--- src/rtl/regfile_pkg.sv ---
// Shared types and default sizes for the multi-port register file.
package regfile_pkg;

  localparam int unsigned XLEN_DEF  = 32;
  localparam int unsigned NREGS_DEF = 32;
  localparam int unsigned AW_DEF    = $clog2(NREGS_DEF);

  typedef logic [XLEN_DEF-1:0] word_t;
  typedef logic [AW_DEF-1:0]   reg_addr_t;

endpackage

--- src/rtl/rf_read_port.sv ---
// One combinational read port: array/busy lookup with optional same-cycle write forwarding.
module rf_read_port
  import regfile_pkg::*;
#(
  parameter int unsigned XLEN     = XLEN_DEF,
  parameter int unsigned NREGS    = NREGS_DEF,
  parameter int unsigned NWR      = 1,
  parameter int unsigned ZERO_REG = 1,
  parameter int unsigned BYPASS   = 1,
  parameter int unsigned AW       = $clog2(NREGS)
) (
  input  logic [NREGS-1:0][XLEN-1:0] regs_i,
  input  logic [NREGS-1:0]           busy_i,
  input  logic [AW-1:0]              rd_addr_i,
  input  logic [NWR-1:0]             wr_en_i,
  input  logic [NWR*AW-1:0]          wr_addr_i,
  input  logic [NWR*XLEN-1:0]        wr_data_i,
  output logic [XLEN-1:0]            rd_data_o,
  output logic                       rd_busy_o
);

  always_comb begin
    rd_data_o = regs_i[rd_addr_i];
    rd_busy_o = busy_i[rd_addr_i];
    // Ascending scan so the highest-numbered matching write port wins.
    if (BYPASS != 0) begin
      for (int k = 0; k < NWR; k++) begin
        if (wr_en_i[k] && (wr_addr_i[k*AW +: AW] == rd_addr_i)) begin
          rd_data_o = wr_data_i[k*XLEN +: XLEN];
          rd_busy_o = 1'b0;
        end
      end
    end
    if ((ZERO_REG != 0) && (rd_addr_i == '0)) begin
      rd_data_o = '0;
      rd_busy_o = 1'b0;
    end
  end

endmodule

--- src/rtl/regfile_mp_sb.sv ---
// Multi-port integer register file with per-register busy scoreboard for RAW hazard detection.
module regfile_mp_sb
  import regfile_pkg::*;
#(
  parameter int unsigned XLEN     = XLEN_DEF,
  parameter int unsigned NREGS    = NREGS_DEF,
  parameter int unsigned NRD      = 2,
  parameter int unsigned NWR      = 1,
  parameter int unsigned ZERO_REG = 1,
  parameter int unsigned BYPASS   = 1,
  localparam int unsigned AW      = $clog2(NREGS)
) (
  input  logic                 clk,
  input  logic                 rst_n,
  input  logic [NRD*AW-1:0]    rd_addr,
  output logic [NRD*XLEN-1:0]  rd_data,
  output logic [NRD-1:0]       rd_busy,
  input  logic [NWR-1:0]       wr_en,
  input  logic [NWR*AW-1:0]    wr_addr,
  input  logic [NWR*XLEN-1:0]  wr_data,
  input  logic                 iss_en,
  input  logic [AW-1:0]        iss_addr,
  input  logic                 flush,
  output logic                 busy_any
);

  logic [NREGS-1:0][XLEN-1:0] regs_q, regs_d;
  logic [NREGS-1:0]           busy_q, busy_d;

  // Later ports overwrite earlier ones, giving highest-k priority on address collisions.
  always_comb begin
    regs_d = regs_q;
    for (int k = 0; k < NWR; k++) begin
      if (wr_en[k] && !((ZERO_REG != 0) && (wr_addr[k*AW +: AW] == '0))) begin
        regs_d[wr_addr[k*AW +: AW]] = wr_data[k*XLEN +: XLEN];
      end
    end
  end

  // Applied lowest priority first: writeback clear, then issue mark, then flush.
  always_comb begin
    busy_d = busy_q;
    for (int k = 0; k < NWR; k++) begin
      if (wr_en[k]) begin
        busy_d[wr_addr[k*AW +: AW]] = 1'b0;
      end
    end
    if (iss_en) begin
      busy_d[iss_addr] = 1'b1;
    end
    if (flush) begin
      busy_d = '0;
    end
    if (ZERO_REG != 0) begin
      busy_d[0] = 1'b0;
    end
  end

  always_ff @(posedge clk or negedge rst_n) begin
    if (!rst_n) begin
      regs_q <= '0;
      busy_q <= '0;
    end else begin
      regs_q <= regs_d;
      busy_q <= busy_d;
    end
  end

  assign busy_any = |busy_q;

  for (genvar i = 0; i < NRD; i++) begin : g_rd
    rf_read_port #(
      .XLEN     (XLEN),
      .NREGS    (NREGS),
      .NWR      (NWR),
      .ZERO_REG (ZERO_REG),
      .BYPASS   (BYPASS),
      .AW       (AW)
    ) u_rd (
      .regs_i    (regs_q),
      .busy_i    (busy_q),
      .rd_addr_i (rd_addr[i*AW +: AW]),
      .wr_en_i   (wr_en),
      .wr_addr_i (wr_addr),
      .wr_data_i (wr_data),
      .rd_data_o (rd_data[i*XLEN +: XLEN]),
      .rd_busy_o (rd_busy[i])
    );
  end

endmodule

--- config.mk ---
export PLATFORM = sky130hd
export DESIGN_NAME = regfile_mp_sb
export DESIGN_NICKNAME = d
export VERILOG_FILES = /design/src/rtl/regfile_pkg.sv /design/src/rtl/rf_read_port.sv /design/src/rtl/regfile_mp_sb.sv
export SDC_FILE = /design/constraint.sdc
export NUM_CORES = 2
export LEC_CHECK = 0
export CAP_MARGIN = 10
export CORE_ASPECT_RATIO = 0.75
export CORE_MARGIN = 2
export CORE_UTILIZATION = 38
export CTS_CLUSTER_DIAMETER = 100
export DETAILED_ROUTE_END_ITERATION = 8
export GPL_ROUTABILITY_DRIVEN = 0
export GPL_TIMING_DRIVEN = 0
export SKIP_CTS_REPAIR_TIMING = 1
export SLEW_MARGIN = 0
export SYNTH_ARGS = -nofsm -noshare
export SYNTH_HDL_FRONTEND = slang
export SYNTH_SLANG_ARGS = --single-unit
export TNS_END_PERCENT = 50
--- constraint.sdc ---
create_clock -name clk -period 6.5 [get_ports clk]
set_input_delay 1.95 -clock clk [delete_from_list [all_inputs] [get_ports clk]]
set_output_delay 1.95 -clock clk [all_outputs]
set_load 0.01 [all_outputs]
## Word-level counts from Yosys, hierarchy flattened

Cells that the tools add are included.
Widths: inputs -> output; s select.

| operators by class | value |
|---|---|
| magnitude comparators | 6 |
| multipliers | 0 |
| equal/unequal tests | 2 |
| reductions and logical operators | 10 |
| shifts and indexed selects | 0 |
| $add $sub $neg | 0 |
| div/mod/pow operators | 0 |
| mux-type cells | 26 |
| bitwise logic cells | 3 |

Operator list:

| kind | count |
|---|---|
| $bwmux 1024 | 1 |
| $bmux 32 s5 | 2 |
| $mux 32 | 10 |
| $demux 32 s5 | 1 |
| $and 32x32->32 | 1 |
| $not 32->32 | 1 |
| $or 32x32->32 | 1 |
| $reduce_or 31->1 | 1 |
| $lt 5x6->1 const B | 4 |
| $logic_not 5->1 | 3 |
| $bmux 1 s5 | 2 |
| $demux 1 s5 | 2 |
| $eq 5x5->1 | 2 |
| $ge 5x1->1 const B | 2 |
| $mux 1 | 8 |
| $logic_and 1x1->1 | 5 |
| $logic_not 1->1 | 1 |

| storage, ports and cells | value |
|---|---|
| flip-flop bits (word level) | 1,055 |
| memories | 0 |
| input port bits | 57 |
| bits in writable memories | 0 |
| memory bits (read-only) | 0 |
| output and inout port bits | 67 |
| bits in latches | 0 |
| word-level logic and storage cells | 80 |

## Logic depth before layout (Yosys ltp)

| logic depth | value |
|---|---|
| depth in word-level cells | 10 |
| mapped depth | 9 |
| gate-level depth less buffers | 5 |

## Cells and area by module

A second synthesis with hierarchy kept.

| second synthesis, totals | value |
|---|---|
| cells, all modules | 4,015 |
| area, all modules | 57,641.5 um2 |

By module, submodules not included:

| module | cells an instance | seq. area each (um2) | area an instance (um2) | instances |
|---|---|---|---|---|
| regfile_mp_sb | 2,415 | 26,400.3 | 39,651.8 | 1 |
| rf_read_port | 800 | 0.0 | 8,994.9 | 2 |

## Least setup slack after synthesis

No wires, ideal clock.

| timing path | value |
|---|---|
| path type | input port to output port |
| from | input rd_addr[0] |
| to | output rd_data[10] |
| path buffers | 3 |
| stages on the path | 7 |
| data arrival time | 3.592 ns |
| path slack | 0.958 ns |
| required time | 4.550 ns |
| path through | buf_6 buf_6 buf_2 mux4_2 a22oi_1 a21oi_1 a211o_1 |

| between the ends | value |
|---|---|
| longest elaborated chain between the ends | 4 |
| elaborated cells on any way between the ends | 7 |
| classes of those cells | eq/ne: 1; mux: 4; reduce/logical: 2 |

Ends and longest elaborated chain:

| item | line | RTL |
|---|---|---|
| start: declaration | regfile_mp_sb.sv:15 | `input logic [NRD*AW-1:0] rd_addr,` |
| $bmux 32 s5 or $eq 5x5->1 (tied branches) | rf_read_port.sv:23, rf_read_port.sv:28 |  |
| $mux 32 (implied by the code) or $logic_and 1x1->1 (tied branches) | rf_read_port.sv:23, rf_read_port.sv:28 |  |
| $mux 32 | rf_read_port.sv:28 | `if (wr_en_i[k] && (wr_addr_i[k*AW +: AW] == rd_addr_i)) begin` |
| $mux 32 * | rf_read_port.sv:34 | `if ((ZERO_REG != 0) && (rd_addr_i == '0)) begin` |
| end: declaration | regfile_mp_sb.sv:16 | `output logic [NRD*XLEN-1:0] rd_data,` |

Mark *: on every way between the ends. The rest lies on a longest branch, timed or not. The select of a mux whose other input is x is not followed.

## Worst setup path after layout

| timing path | value |
|---|---|
| from | input rd_addr[6] |
| to | output rd_data[45] |

The elaborated chain is that of the path after synthesis.

==> impl_results.md <==
- Status: complete, but fails checks
- Failing checks: negative setup slack
- Post-DP HPWL: 164000 um
- Initial Util: 0.382
- Number of synthesis warnings: 0
- Register-to-Register Path Depth: 1
- Clock Tree Buf Depth: 3
- Crit end category: primary output
- Mapped Cells: 3852
- Slowest library cell on the worst path: clkdlybuf4s50_1
- Quantity of I/O buffers inserted on ports: 111
- Hold WC Path Type: flop to flop
- Layout fillers: 13400
- Flop2flop setup slack: 5.65 ns
- Most frequent cell after synthesis: dfrtp_1
- PwrDens: 295 nW/um2
- Post-Layout Inst Area: 66500 um2
- Non-filler cells in the finished layout: 6211
- Relative slew slack: 0.130
- Syn_nets: 3909
- CTS Root Cell: clkbuf_16
- Vias in the first global route: 39600
- Cell Area, Synth: 57000 um2
- VDD IR-drop max: 229 uV
- Die ar.: 153000 um2
- H-Tree Depth: 3
- PnR worst setup slack: -0.159 ns
- Largest net degree at the start of global routing: 178
- P_leak: 0.0284 uW
- Drt first pass iters: 6
- All-Layer GR Usage: 0.291
- Drt initial violations: 5431
- Worst Setup Start Kind: primary input
- CP arrival: 4.71 ns
- Total CTS buffers: 105
- First-pass GRT wire length: 314000 um
- Synth area leaders: dfrtp_1 (46%), mux4_2 (19%), mux2_2 (18%)
- Worst-Margin Slew: 1.30 ns
- Tcrit/Tclk final: 1.02
- Share of the synthesized area in the top cell type: 0.463
- Clock latency on the worst-skew pair: 0.72 ns
- Row count: 123
- DRT met1 WL: 92700 um
- Leading cell types by count after synthesis: dfrtp_1 (1055), mux2_2 (934), mux4_2 (473)
- Pre-CTS setup slack: -1.94 ns
- Core area: 149000 um2
- Min Tclk post-route: 6.66 ns
- Die width: 451 um
- Grt total ovfl: 0
- Path type of the worst setup path: primary input to primary output
- Max-slew violation count: 0
- Crit. path cell count: 9
- Routed wl met3: 27500 um
- Unrepaired setup endpoints after global routing: true
- Crit path top cell by count: buf_6
- Final setup viols: 23
- Max Fanout on Critical Path: 10
- Clock skew: 0 ns
- Post-layout util: 0.445
- Req. time, crit path: 4.55 ns
- Final #Nets: 4173
- Placed Instances: 5975
- Share of layout cells above drive strength 1: 0.477
- Final hold violations: 0
- DR vias/cell: 6.49
- Clock Sinks: 1055
- Remaining DRCs: 0
- Bufs and invs on worst path: 5
- Ys async rst share: 1.00
- Post-synth EDFFs: 0
- Initial antenna violation count: 18
- Wire length on met2: 94400 um
- WL final: 226000 um
- Reg2reg end: regs_q[308]
- Top-level I/O count: 124
- Cell taking the most area after synthesis: dfrtp_1
- Max Used Layer: met5
- Avg WL per Cell: 36.4 um
- R2R Path Start: regs_q[308]
- Placed cell area: 61000 um2
- Vias: 40300
- Worst setup path startpoint: rd_addr[6]
- Yosys cell types: 47
- Synth Register Bits: 1055
- Post-DRT Antenna Nets: 0
- Crit-path cells: buf_2, buf_6, buf_6, buf_6, mux4_2, a22oi_1, nand3_1, a22o_1, clkdlybuf4s50_1
- CP peak stage delay: 0.50 ns
- Max Cap Viol: 0
- Syn avg cell area: 14.8 um2
- Setup TNS: -1.34 ns
- Die height: 340 um
- Maximum clock rate: 0.150 GHz
- Critical path endpoint: rd_data[45]
- Delay-heaviest family, CP: buffers and inverters
- CTS tree: yes
- Area Overhead vs Synth: 16.6%
- CTS clock-pin slew for the worst setup and hold paths: 0.06 ns
- Dominant synthesized flop cell: dfrtp_1
- Post-synthesis sequential area ratio: 0.463
cell families (layout without fill, tap and decap cells):
| logic type | after synthesis | in the layout | synth area share |
|---|---|---|---|
| flops | 1055 | 1055 | 0.463 |
| xor+xnor | 10 | 10 | 0.00154 |
| compound gates | 426 | 426 | 0.0545 |
| other cells | 0 | 7 | 0 |
| simple gates | 227 | 227 | 0.0204 |
| buf+inv | 443 | 795 | 0.0380 |
| mux | 1691 | 1691 | 0.423 |
sequential cells by signal, indices dropped and copies added, names as in the netlist:
register	cells
regs_q	1024
busy_q	31
placed cells by master, fill, tap and decap left out, types with 15 or more instances in the layout:
cell type	synthesis	layout
a211o_1	24	22
a211oi_1	84	46
a211oi_2	0	26
a21oi_1	61	56
a221oi_1	47	20
a221oi_2	7	32
a22o_1	32	26
a22oi_1	65	62
buf_1	55	45
buf_12	0	21
buf_16	0	15
buf_2	119	58
buf_4	46	69
buf_6	23	52
buf_8	1	29
clkbuf_1	195	166
clkbuf_16	0	108
clkbuf_2	0	21
clkbuf_4	0	37
clkbuf_8	0	29
clkdlybuf4s50_1	0	102
clkinv_2	0	20
dfrtp_1	1055	1055
mux2_1	76	76
mux2_2	934	934
mux2i_1	208	205
mux4_2	473	473
nand2_1	49	47
nand3_1	23	22
nor2_1	45	42
nor2b_1	33	29
o21ai_0	24	24
o21ai_1	20	19
o22ai_1	33	31
metrics by stage:
stage | total power [uW] | hold WS (ns)
floorplan | 11400 | 0.441
global placement | 12900 | 0.454
detailed placement | 13000 | 0.469
CTS | 19400 | 0.484
global route | 20300 | 0.499
finish | 19600 | 0.479
layout make-up:
type / instances / area, um2 / share of cell area
antenna: 7 / 17.5 / 0.000263
sequential: 1055 / 26400 / 0.397
tap: 2000 / 2500 / 0.0376
inverter: 4 / 21.3 / 0.000320
clock inverter: 33 / 320 / 0.00482
multi-input combinational: 2354 / 29200 / 0.439
timing repair buffer: 159 / 1740 / 0.0261
clock buffer: 162 / 3200 / 0.0481
buffer: 437 / 3100 / 0.0467
worst min path at each step:
stage / slack (ns) / cells after the start / from / to
final: 0.48 / 1 / regs_q[19] / regs_q[19]
after global routing: 0.50 / 1 / regs_q[14] / regs_q[14]
after CTS: 0.48 / 1 / regs_q[19] / regs_q[19]
after detailed placement: 0.47 / 1 / regs_q[8] / regs_q[8]
after global placement: 0.45 / 1 / regs_q[0] / regs_q[0]
after floorplan: 0.44 / 1 / regs_q[0] / regs_q[0]
per-layer routing:
layer / vias up / global-route usage
li1: 15500 / -
met1: 21800 / 0.407
met2: 2505 / 0.402
met3: 477 / 0.106
met4: 16 / 0.129
met5: - / 0
report_power, final:
group | switching, uW | internal, uW | total [uW]
registers | 916 | 7780 | 8700
logic | 2050 | 2490 | 4540
clock network | 2820 | 3570 | 6400
No activity file was read; power rests on OpenSTA's default activity.
